## src/rtl/wash_setup.sv

```systemverilog
// Order-entry front end for the washing-machine controller: BCD balance entry,
// mode and time selection with a cost check, then a READY hand-off to the sequencer.
module wash_setup #(
    parameter int DIGITS   = 3,
    parameter int MODES    = 4,
    parameter int MAX_MIN  = 20,
    parameter int TICK_DIV = 66000000,
    parameter int BAL_W    = 11
) (
    input  logic                       clk,
    input  logic                       rst,
    input  logic                       en,
    input  logic [DIGITS-1:0]          sw,
    input  logic                       sign_sw,
    input  logic                       btn_inc,
    input  logic                       btn_ok,
    input  logic                       btn_back,
    input  logic                       done,
    output logic [3:0]                 state_led,
    output logic [BAL_W-1:0]           balance,
    output logic [$clog2(MODES)-1:0]   mode,
    output logic [6:0]                 minutes,
    output logic [BAL_W-1:0]           cost,
    output logic                       start,
    output logic                       err,
    output logic [4*(DIGITS+1)-1:0]    disp
);

    localparam int MW = $clog2(MODES);
    localparam int TW = (TICK_DIV > 1) ? $clog2(TICK_DIV) : 1;
    localparam int DW = 4 * (DIGITS + 1);

    typedef enum logic [3:0] {
        S_BAL   = 4'b0001,
        S_MODE  = 4'b0010,
        S_TIME  = 4'b0100,
        S_READY = 4'b1000
    } state_t;

    state_t            state_q, state_d;
    logic [3:0]        digit_q [DIGITS];
    logic [3:0]        digit_d [DIGITS];
    logic [3:0]        digit_inc [DIGITS];
    logic              neg_q, neg_d;
    logic [TW-1:0]     tick_q, tick_d;
    logic [6:0]        edit_q, edit_d;
    logic [BAL_W-1:0]  balance_q, balance_d;
    logic [MW-1:0]     mode_q, mode_d;
    logic [6:0]        minutes_q, minutes_d;
    logic              err_q, err_d;
    logic [2:0]        btn_cur_q, btn_cur_d;
    logic [2:0]        btn_prev_q, btn_prev_d;

    logic [2:0]        press;
    logic              press_inc, press_ok, press_back;
    logic              tick_wrap;
    logic [BAL_W-1:0]  entry;
    logic [6:0]        cost_min;
    logic [MW-1:0]     cost_mode;
    logic [BAL_W-1:0]  cost_w;
    logic [7:0]        time_sum;
    logic [6:0]        time_next;
    logic [DW-1:0]     disp_c;
    logic [BAL_W-1:0]  rem;

    // Button history is {back, ok, inc}; a press is a rising edge of the registered level.
    assign press      = btn_cur_q & ~btn_prev_q;
    assign press_inc  = press[0];
    assign press_ok   = press[1];
    assign press_back = press[2];

    assign tick_wrap = (tick_q == TW'(TICK_DIV - 1));

    genvar gi;
    generate
        for (gi = 0; gi < DIGITS; gi++) begin : g_digit
            assign digit_inc[gi] = (digit_q[gi] == 4'd9) ? 4'd0 : digit_q[gi] + 4'd1;
        end
    endgenerate

    always_comb begin
        entry = '0;
        for (int i = DIGITS - 1; i >= 0; i--) begin
            entry = entry * BAL_W'(10) + BAL_W'(digit_q[i]);
        end
    end

    // Cost follows whichever of mode/minutes is currently being edited.
    assign cost_min  = (state_q == S_TIME) ? edit_q : minutes_q;
    assign cost_mode = (state_q == S_MODE) ? edit_q[MW-1:0] : mode_q;
    assign cost_w    = BAL_W'(cost_min) * (BAL_W'(cost_mode) + BAL_W'(1));

    assign time_sum  = {1'b0, edit_q} + (sw[0] ? 8'd10 : 8'd1);
    assign time_next = (time_sum > 8'(MAX_MIN)) ? 7'd0 : time_sum[6:0];

    always_comb begin
        disp_c = {(DIGITS + 1){4'd11}};
        rem    = cost_w;
        case (state_q)
            S_BAL: begin
                for (int i = 0; i < DIGITS; i++) begin
                    disp_c[4*i +: 4] = digit_q[i];
                end
                disp_c[DW-4 +: 4] = neg_q ? 4'd10 : 4'd11;
            end
            S_MODE: begin
                disp_c[3:0] = 4'(edit_q[MW-1:0]);
            end
            S_TIME: begin
                disp_c[3:0]       = 4'(edit_q % 7'd10);
                disp_c[7:4]       = 4'(edit_q / 7'd10);
                disp_c[DW-4 +: 4] = 4'(mode_q);
            end
            S_READY: begin
                for (int i = 0; i < DIGITS; i++) begin
                    disp_c[4*i +: 4] = 4'(rem % BAL_W'(10));
                    rem = rem / BAL_W'(10);
                end
            end
            default: ;
        endcase
    end

    always_comb begin
        state_d    = state_q;
        for (int i = 0; i < DIGITS; i++) begin
            digit_d[i] = digit_q[i];
        end
        neg_d      = neg_q;
        tick_d     = tick_q;
        edit_d     = edit_q;
        balance_d  = balance_q;
        mode_d     = mode_q;
        minutes_d  = minutes_q;
        err_d      = err_q;
        btn_cur_d  = btn_cur_q;
        btn_prev_d = btn_prev_q;

        if (en) begin
            err_d      = 1'b0;
            btn_cur_d  = {btn_back, btn_ok, btn_inc};
            btn_prev_d = btn_cur_q;
            case (state_q)
                S_BAL: begin
                    if (tick_wrap) begin
                        tick_d = '0;
                        for (int i = 0; i < DIGITS; i++) begin
                            if (sw[i]) digit_d[i] = digit_inc[i];
                        end
                        if (sign_sw) neg_d = ~neg_q;
                    end else begin
                        tick_d = tick_q + TW'(1);
                    end
                    // Only a clean, non-negative entry with all switches parked is accepted.
                    if (press_ok) begin
                        if ((|sw) || sign_sw || neg_q) begin
                            for (int i = 0; i < DIGITS; i++) begin
                                digit_d[i] = 4'd0;
                            end
                            neg_d = 1'b0;
                            err_d = 1'b1;
                        end else begin
                            balance_d = entry;
                            state_d   = S_MODE;
                            edit_d    = 7'd0;
                            tick_d    = '0;
                        end
                    end
                end
                S_MODE: begin
                    if (press_back) begin
                        state_d = S_BAL;
                    end else if (press_ok) begin
                        mode_d  = edit_q[MW-1:0];
                        state_d = S_TIME;
                        edit_d  = 7'd0;
                    end else if (press_inc) begin
                        edit_d = (edit_q == 7'(MODES - 1)) ? 7'd0 : edit_q + 7'd1;
                    end
                end
                S_TIME: begin
                    if (press_back) begin
                        state_d = S_MODE;
                        edit_d  = 7'(mode_q);
                    end else if (press_ok) begin
                        if ((edit_q == 7'd0) || (cost_w > balance_q)) begin
                            err_d = 1'b1;
                        end else begin
                            minutes_d = edit_q;
                            state_d   = S_READY;
                        end
                    end else if (press_inc) begin
                        edit_d = time_next;
                    end
                end
                S_READY: begin
                    if (done) begin
                        balance_d = balance_q - cost_w;
                        state_d   = S_MODE;
                        edit_d    = 7'(mode_q);
                    end
                end
                default: state_d = S_BAL;
            endcase
        end
    end

    always_ff @(posedge clk or negedge rst) begin
        if (!rst) begin
            state_q    <= S_BAL;
            for (int i = 0; i < DIGITS; i++) begin
                digit_q[i] <= 4'd0;
            end
            neg_q      <= 1'b0;
            tick_q     <= '0;
            edit_q     <= 7'd0;
            balance_q  <= '0;
            mode_q     <= '0;
            minutes_q  <= 7'd0;
            err_q      <= 1'b0;
            btn_cur_q  <= 3'b000;
            btn_prev_q <= 3'b000;
        end else begin
            state_q    <= state_d;
            for (int i = 0; i < DIGITS; i++) begin
                digit_q[i] <= digit_d[i];
            end
            neg_q      <= neg_d;
            tick_q     <= tick_d;
            edit_q     <= edit_d;
            balance_q  <= balance_d;
            mode_q     <= mode_d;
            minutes_q  <= minutes_d;
            err_q      <= err_d;
            btn_cur_q  <= btn_cur_d;
            btn_prev_q <= btn_prev_d;
        end
    end

    assign state_led = state_q;
    assign balance   = balance_q;
    assign mode      = mode_q;
    assign minutes   = minutes_q;
    assign cost      = cost_w;
    assign start     = (state_q == S_READY);
    assign err       = err_q;
    assign disp      = disp_c;

endmodule

```

## config.mk

```make
export PLATFORM = sky130hd
export DESIGN_NAME = wash_setup
export DESIGN_NICKNAME = d
export VERILOG_FILES = /design/src/rtl/wash_setup.sv
export SDC_FILE = /design/constraint.sdc
export NUM_CORES = 1
export LEC_CHECK = 0
export ABC_AREA = 1
export CAP_MARGIN = 5
export CORE_UTILIZATION = 55
export DETAILED_ROUTE_END_ITERATION = 7
export GPL_TIMING_DRIVEN = 0
export PLACE_DENSITY = 0.76
export SYNTH_ARGS = -nofsm -noshare
export SYNTH_HDL_FRONTEND = slang
export SYNTH_SLANG_ARGS = --single-unit
```

## constraint.sdc

```tcl
create_clock -name clk -period 14.2 [get_ports clk]
set_input_delay 3.55 -clock clk [delete_from_list [all_inputs] [get_ports clk]]
set_output_delay 3.55 -clock clk [all_outputs]
set_load 0.005 [all_outputs]
```

Yosys cells after proc, flatten, opt, wreduce, memory -nomap -nowiden
Cells that the tools add are included.
{"block": "op_classes", "n_mul": 3, "muxes": 55, "reduce_logical": 13, "eq_ne": 19, "n_lt_le_gt_ge": 2, "div_mod_pow": 7, "n_addsub": 10, "bitwise_logic": 5}
{"operator": "7-bit two-way mux", "count": 12}
{"operator": "26-bit two-way mux", "count": 3}
{"operator": "4-bit two-way mux", "count": 15}
{"operator": "12-bit two-way mux", "count": 3}
{"operator": "11-bit by 4-bit modulo with 11-bit output (second input constant)", "count": 3}
{"operator": "11-bit two-way mux", "count": 3}
{"operator": "4-bit case mux with 4 select lines", "count": 2}
{"operator": "7-bit case mux with 4 select lines", "count": 1}
{"operator": "26-bit by 1-bit adder with 26-bit output (second input constant)", "count": 1}
{"operator": "26-bit == test (second input constant)", "count": 1}
{"operator": "11-bit by 4-bit divider with 11-bit output (second input constant)", "count": 2}
{"operator": "11-bit case mux with 2 select lines", "count": 1}
{"operator": "3-bit inequality test (second input constant)", "count": 6}
{"operator": "4-bit == test (second input constant)", "count": 4}
{"operator": "4-bit case mux with 2 select lines", "count": 2}
{"operator": "4-bit by 1-bit adder with 4-bit output (second input constant)", "count": 3}
{"operator": "4-bit case mux with 3 select lines", "count": 1}
{"operator": "11-bit by 4-bit adder with 11-bit output", "count": 1}
{"operator": "10-bit by 11-bit > comparator with 1-bit output", "count": 1}
{"operator": "11-bit by 10-bit subtractor with 11-bit output", "count": 1}
{"operator": "7-bit by 3-bit multiplier with 10-bit output", "count": 1}
{"operator": "9-bit by 3-bit multiplier with 10-bit output (second input constant)", "count": 1}
{"operator": "1-bit two-way mux", "count": 10}
{"operator": "5-bit AND reduction", "count": 2}
{"operator": "other kinds (27)", "count": 34}
{"block": "word_totals", "out_inout_bits": 53, "in_bits": 11, "wordCells": 127, "reg_bits": 77}

Logic depth before layout (Yosys ltp)
{"block": "depth", "depth_word": 10, "mapped_depth": 75, "depth_no_buf": 75}

Worst setup path after synthesis
Ideal clock, no wire load.
{"block": "synth_path", "kind": "reg2out", "start": "register state_q[1], in the netlist state_led[1]", "end": "output disp[10]", "t_arrival_ns": 7.860, "path_stages_with_launch": 69, "n_path_buf": 1, "path_slack_ns": 2.790, "required_time_ns": 10.650, "cell_sequence": "dfrtp_1 > nor2_1 > inv_1 > nor3_1 > clkinv_1 > o21ai_0 > nand2_1 > fa_1 > inv_1 > ha_1 > inv_1 > fa_1 > o21bai_2 > xor2_2 > inv_2 > nand3_2 > nand2_2 > nand2_2 > [33 not listed] > nand2_1 > inv_2 > ha_1 > inv_1 > nor2_1 > nand2_1 > nand4_2 > buf_6 > nand2_1 > and2_1 > ha_1 > nand2_1 > nand2_1 > nand3_2 > nand2_2 > nand2_1 > nand3_1 > nand2_1"}
{"block": "synth_via", "elab_chain_cells": 8, "word_cells_on_any_way": 12, "cone_classes": "1 x add/sub; 1 x mul; 3 x div; 4 x eq/ne; 3 x mux"}
{"element": "from (decl)", "line_no": "40", "rtl": "state_t state_q, state_d;"}
{"element": "from (signal assigned)", "line_no": "224", "rtl": "state_q <= state_d;"}
{"element": "4-bit by 2-bit == test with 1-bit output", "line_no": "90", "rtl": "assign cost_mode = (state_q == S_MODE) ? edit_q[MW-1:0] : mode_q;"}
{"element": "2-bit two-way mux", "line_no": "90"}
{"element": "2-bit by 1-bit adder with 3-bit output", "line_no": "91", "rtl": "assign cost_w = BAL_W'(cost_min) * (BAL_W'(cost_mode) + BAL_W'(1));"}
{"element": "7-bit by 3-bit multiplier with 10-bit output *", "line_no": "91"}
{"element": "via cost[6]", "line_no": "23", "rtl": "output logic [BAL_W-1:0] cost,"}
{"element": "11-bit by 4-bit divider with 11-bit output * (2 in series)", "line_no": "117", "rtl": "rem = rem / BAL_W'(10);"}
{"element": "11-bit by 4-bit modulo with 11-bit output *", "line_no": "116", "rtl": "disp_c[4*i +: 4] = 4'(rem % BAL_W'(10));"}
{"element": "4-bit case mux with 2 select lines *", "line_no": "99", "rtl": "case (state_q)"}
{"element": "to (decl)", "line_no": "26", "rtl": "output logic [4*(DIGITS+1)-1:0] disp"}
The timed path passes the listed nets; every way through them passes the cells marked *.

Worst setup path after layout
{"block": "layout_path", "start": "register state_q[3], in the netlist state_led[3]", "end": "output disp[7]"}
{"block": "layout_via", "elab_chain_cells": 7, "word_cells_on_any_way": 11, "cone_classes": "1 x add/sub; 1 x mul; 2 x div; 4 x eq/ne; 3 x mux"}
{"element": "4-bit by 2-bit == test with 1-bit output", "line_no": "90"}
{"element": "2-bit two-way mux", "line_no": "90"}
{"element": "2-bit by 1-bit adder with 3-bit output", "line_no": "91"}
{"element": "7-bit by 3-bit multiplier with 10-bit output", "line_no": "91"}
{"element": "11-bit by 4-bit divider with 11-bit output", "line_no": "117"}
{"element": "11-bit by 4-bit modulo with 11-bit output", "line_no": "116"}
{"element": "4-bit case mux with 3 select lines *", "line_no": "99"}
Mark *: on every way between the ends. The rest lies on a longest branch, timed or not.

==> impl_metrics.yaml <==
worst_setup_path:
  path_buf_inv: 12
  r2r-end: "state_led[3]$_DFFE_PN0P_"
  crit_arrival_ns: 9.86
  cp_common_cell: "nand2_1"
  cpMaxStageDelayCell: "clkdlybuf4s50_1"
  path_delay_family: "simple AND/OR/NAND/NOR gates"
  worstPathRequired_ns: 10.65
  start_kind: "flip-flop"
  crit_path_end_kind: "output pin"
  reg2reg_from: "state_led[3]$_DFFE_PN0P_"
  path_max_fanout: 10
  crit_type: "reg2out"
  r2r_cells: 31
  reg2reg_slack_ns: 7.94
  critPathMaxStageDelay_ns: 0.54
global_route:
  overflow: 0
  grt.total_usage: 0.286
  grt_first_pass_wirelength_um: 36900
  grt_start_max_net_pins: 61
  antenna_found_initial: 0
  grt_pass1_vias: 7843
route:
  drc: 0
  drtPass1Iterations: 7
  vias: 8483
  drt-vias-per-instance: 5.46
  drt_iter0_drc: 546
  route.top_layer_used: "met4"
  final_antenna_net_count: 0
  wl_met3_um: 965
  dr_wl_met2_um: 10200
  wl_per_cell_um: 14.1
  met1_length_um: 10400
  finalWirelength_um: 21900
placed_design:
  port_buffers: 60
  place_inst: 1539
  placed_area_um2: 9290
  dp_hpwl_um: 17500
  gp_congestion: 0.926
clock_tree:
  htreeDepth: 3
  root_buffer: "clkbuf_16"
  cts_buffers: 9
  cts_tree: "built"
  clk_latency_ns: 0.34
  clockBufferDepth: 2
  clk_pin_slew_ns: 0.06
  clock-sinks: 77
logic_synthesis:
  synth_edf_count: 0
  synth_top_area_frac: 0.226
  synth_most_common_cell: "nand2_1"
  syn_area_um2: 8430
  ys_seq_area_frac: 0.229
  synth_xor_area_frac: 0.0414
  synthMuxAreaShare: 0
  avgSynthCellArea_um2: 6.52
  synth_top_cells_by_count: "288 x nand2_1, 227 x inv_1, 128 x nor2_1"
  synth_ff_type: "dfrtp_1"
  synth_top_area_cell: "dfrtp_1"
  yosys-top-cells-area: "dfrtp_1 23%, nand2_1 13%, inv_1 10%"
  synth_top_family_by_area: "simple AND/OR/NAND/NOR gates"
  synth_compound_area_frac: 0.148
  synthAdderAreaFrac: 0.119
  ys_ff_latch: 77
  synth_warnings: 0
  synthSimpleGateAreaFrac: 0.342
  synth.distinct_cells: 58
  syn-instance-count: 1293
  async_flop_share: 1.00
worst_hold_path:
  hold_end: "btn_prev_q[1]$_DFFE_PN0P_"
  min_from: "btn_cur_q[1]$_DFFE_PN0P_"
  min_path_type: "reg2reg"
  worstHoldPathCells: 2
outcome:
  status: "finished clean"
timing:
  skew_ns: 0.00655
  fin_crit_sh: 0.944
  maxSlewViolCount: 0
  finalHoldViolations: 0
  max-slew-margin-rel: 0.488
  worst_pin_slew_ns: 0.763
  period_minus_slack_ns: 13.41
  max_freq_ghz: 0.0746
  setup_viol: 0
finish:
  synthToLayoutAreaGrowth_pct: 14.2
  diodes: 0
  fin_nets: 1450
  stdcell_area_um2: 9620
  final_util: 0.652
  final_cells: 1553
  drive_above_1_share: 0.0811
floorplanning:
  rows: 44
  design.core.area_um2: 14800
  die_width_um: 126
  die_h_um: 126
  ioPinCount: 64
  dieArea_um2: 15800
  start_util: 0.571
power_and_ir_drop:
  power_density_nw_per_um2: 204
  fin_total_pwr_mw: 1.96
  leakagePower_nw: 4.87
  ir_worst_vdd_v: 0.000145
flow_run:
  maxCapViolCount: 0
[metrics by stage]
stage / hold slack (ns) / worst slack (ns) / setup TNS, ns
floorplan: 0.454 / 2.79 / 0
global placement: 0.471 / 0.497 / 0
detailed placement: 0.475 / 0.452 / 0
CTS: 0.489 / 0.0437 / 0
global route: 0.536 / -0.00292 / -0.00292
finish: 0.487 / 0.791 / 0
[layout by cell type (no fill, tap or decap), types with 4 or more instances in the layout]
cell / Yosys / layout
inv_2: 15 / 15
a221oi_1: 4 / 4
inv_1: 227 / 227
nor2_1: 128 / 127
o22ai_1: 4 / 4
nand2_1: 288 / 288
xor2_1: 28 / 28
clkbuf_1: 18 / 18
o21ai_0: 88 / 86
clkdlybuf4s50_1: 0 / 59
nand3_2: 7 / 7
dfrtp_1: 76 / 76
nor2_4: 5 / 5
nor4_1: 12 / 12
nand2_4: 11 / 11
or2_2: 9 / 9
nor3_1: 19 / 17
a31oi_1: 16 / 16
a211oi_1: 5 / 5
a21oi_1: 59 / 58
fa_1: 12 / 12
nand2_2: 26 / 26
nand4_1: 25 / 25
xnor2_1: 10 / 10
ha_1: 61 / 61
clkbuf_16: 0 / 9
o21a_1: 7 / 7
o211ai_1: 7 / 7
o21ai_1: 9 / 11
nand3_1: 74 / 74
nor3b_1: 4 / 4
[flip-flops by register name, indices dropped and copies added (netlist names)]
| signal | flops |
|---|---|
| balance | 11 |
| btn_cur_q | 3 |
| btn_prev_q | 3 |
| digit_q | 12 |
| edit_q | 7 |
| err | 1 |
| minutes | 7 |
| mode | 2 |
| neg_q | 1 |
| state_led | 4 |
| tick_q | 26 |
[worst max path at each step]
stage | from | end | slack (ns) | cells after the start
final | state_led[3]$_DFFE_PN0P_ | disp[7] | 0.79 | 63
after global routing | state_led[3]$_DFFE_PN0P_ | disp[5] | -0.003 | 68
after CTS | state_led[1]$_DFFE_PN0P_ | disp[7] | 0.04 | 65
after detailed placement | state_led[1]$_DFFE_PN0P_ | disp[7] | 0.45 | 65
after global placement | state_led[1]$_DFFE_PN0P_ | disp[7] | 0.50 | 65
after floorplan | state_led[1]$_DFFE_PN0P_ | disp[10] | 2.79 | 68
[worst reg2reg max path: cells and delay by family (launching register included)]
family / cells / cell delay (ns)
XOR/XNOR: 1 / 0.41
AND/OR/NAND/NOR: 15 / 1.76
adder cells (fa/ha/maj): 4 / 1.53
flip-flops: 1 / 0.44
buffers and inverters: 6 / 1.18
AO/OA/AOI/OAI: 5 / 0.83
[layer usage]
layer  up-vias  track usage
met5         -            0
met4         0       0.0773
met3        23       0.0246
met2       226        0.481
met1      3904        0.395
li1       4330            -
[kinds of logic (layout without fill, tap and decap cells)]
logic type                 count (synthesis)  after routing
xor gates and xnor gates                  39             39
AOI/OAI and AO/OA                        216            216
buffers and inverters                    267            342
adders and majority gates                 73             73
other                                      1              2
and+or+nand+nor                          620            620
DFF                                       77             77
[power breakdown]
group	leakage [nW]	total, mW	switching, mW	internal [mW]
clock network	0.136	0.231	0.0922	0.139
logic	3.74	1.38	0.842	0.534
registers	0.999	0.353	0.0707	0.283
total	4.87	1.96	1.00	0.955
[cell type report]
class | instances | area (um^2)
Multi-Input combinational cell | 950 | 5530
Fill cell | 1353 | 5130
Sequential cell | 77 | 1930
Inverter | 244 | 916
Timing Repair Buffer | 61 | 626
Clock buffer | 10 | 239
Tap cell | 184 | 230
Buffer | 23 | 103
Clock inverter | 4 | 50.0
[what timing repair did]
action / in CTS / in global routing
hold buffers: 0 / 0
endpoints found under the setup margin: 0 / 10
resized for setup: 0 / 10
setup buffers: 0 / 0
Note: power is estimated with default switching activity, not from simulation.
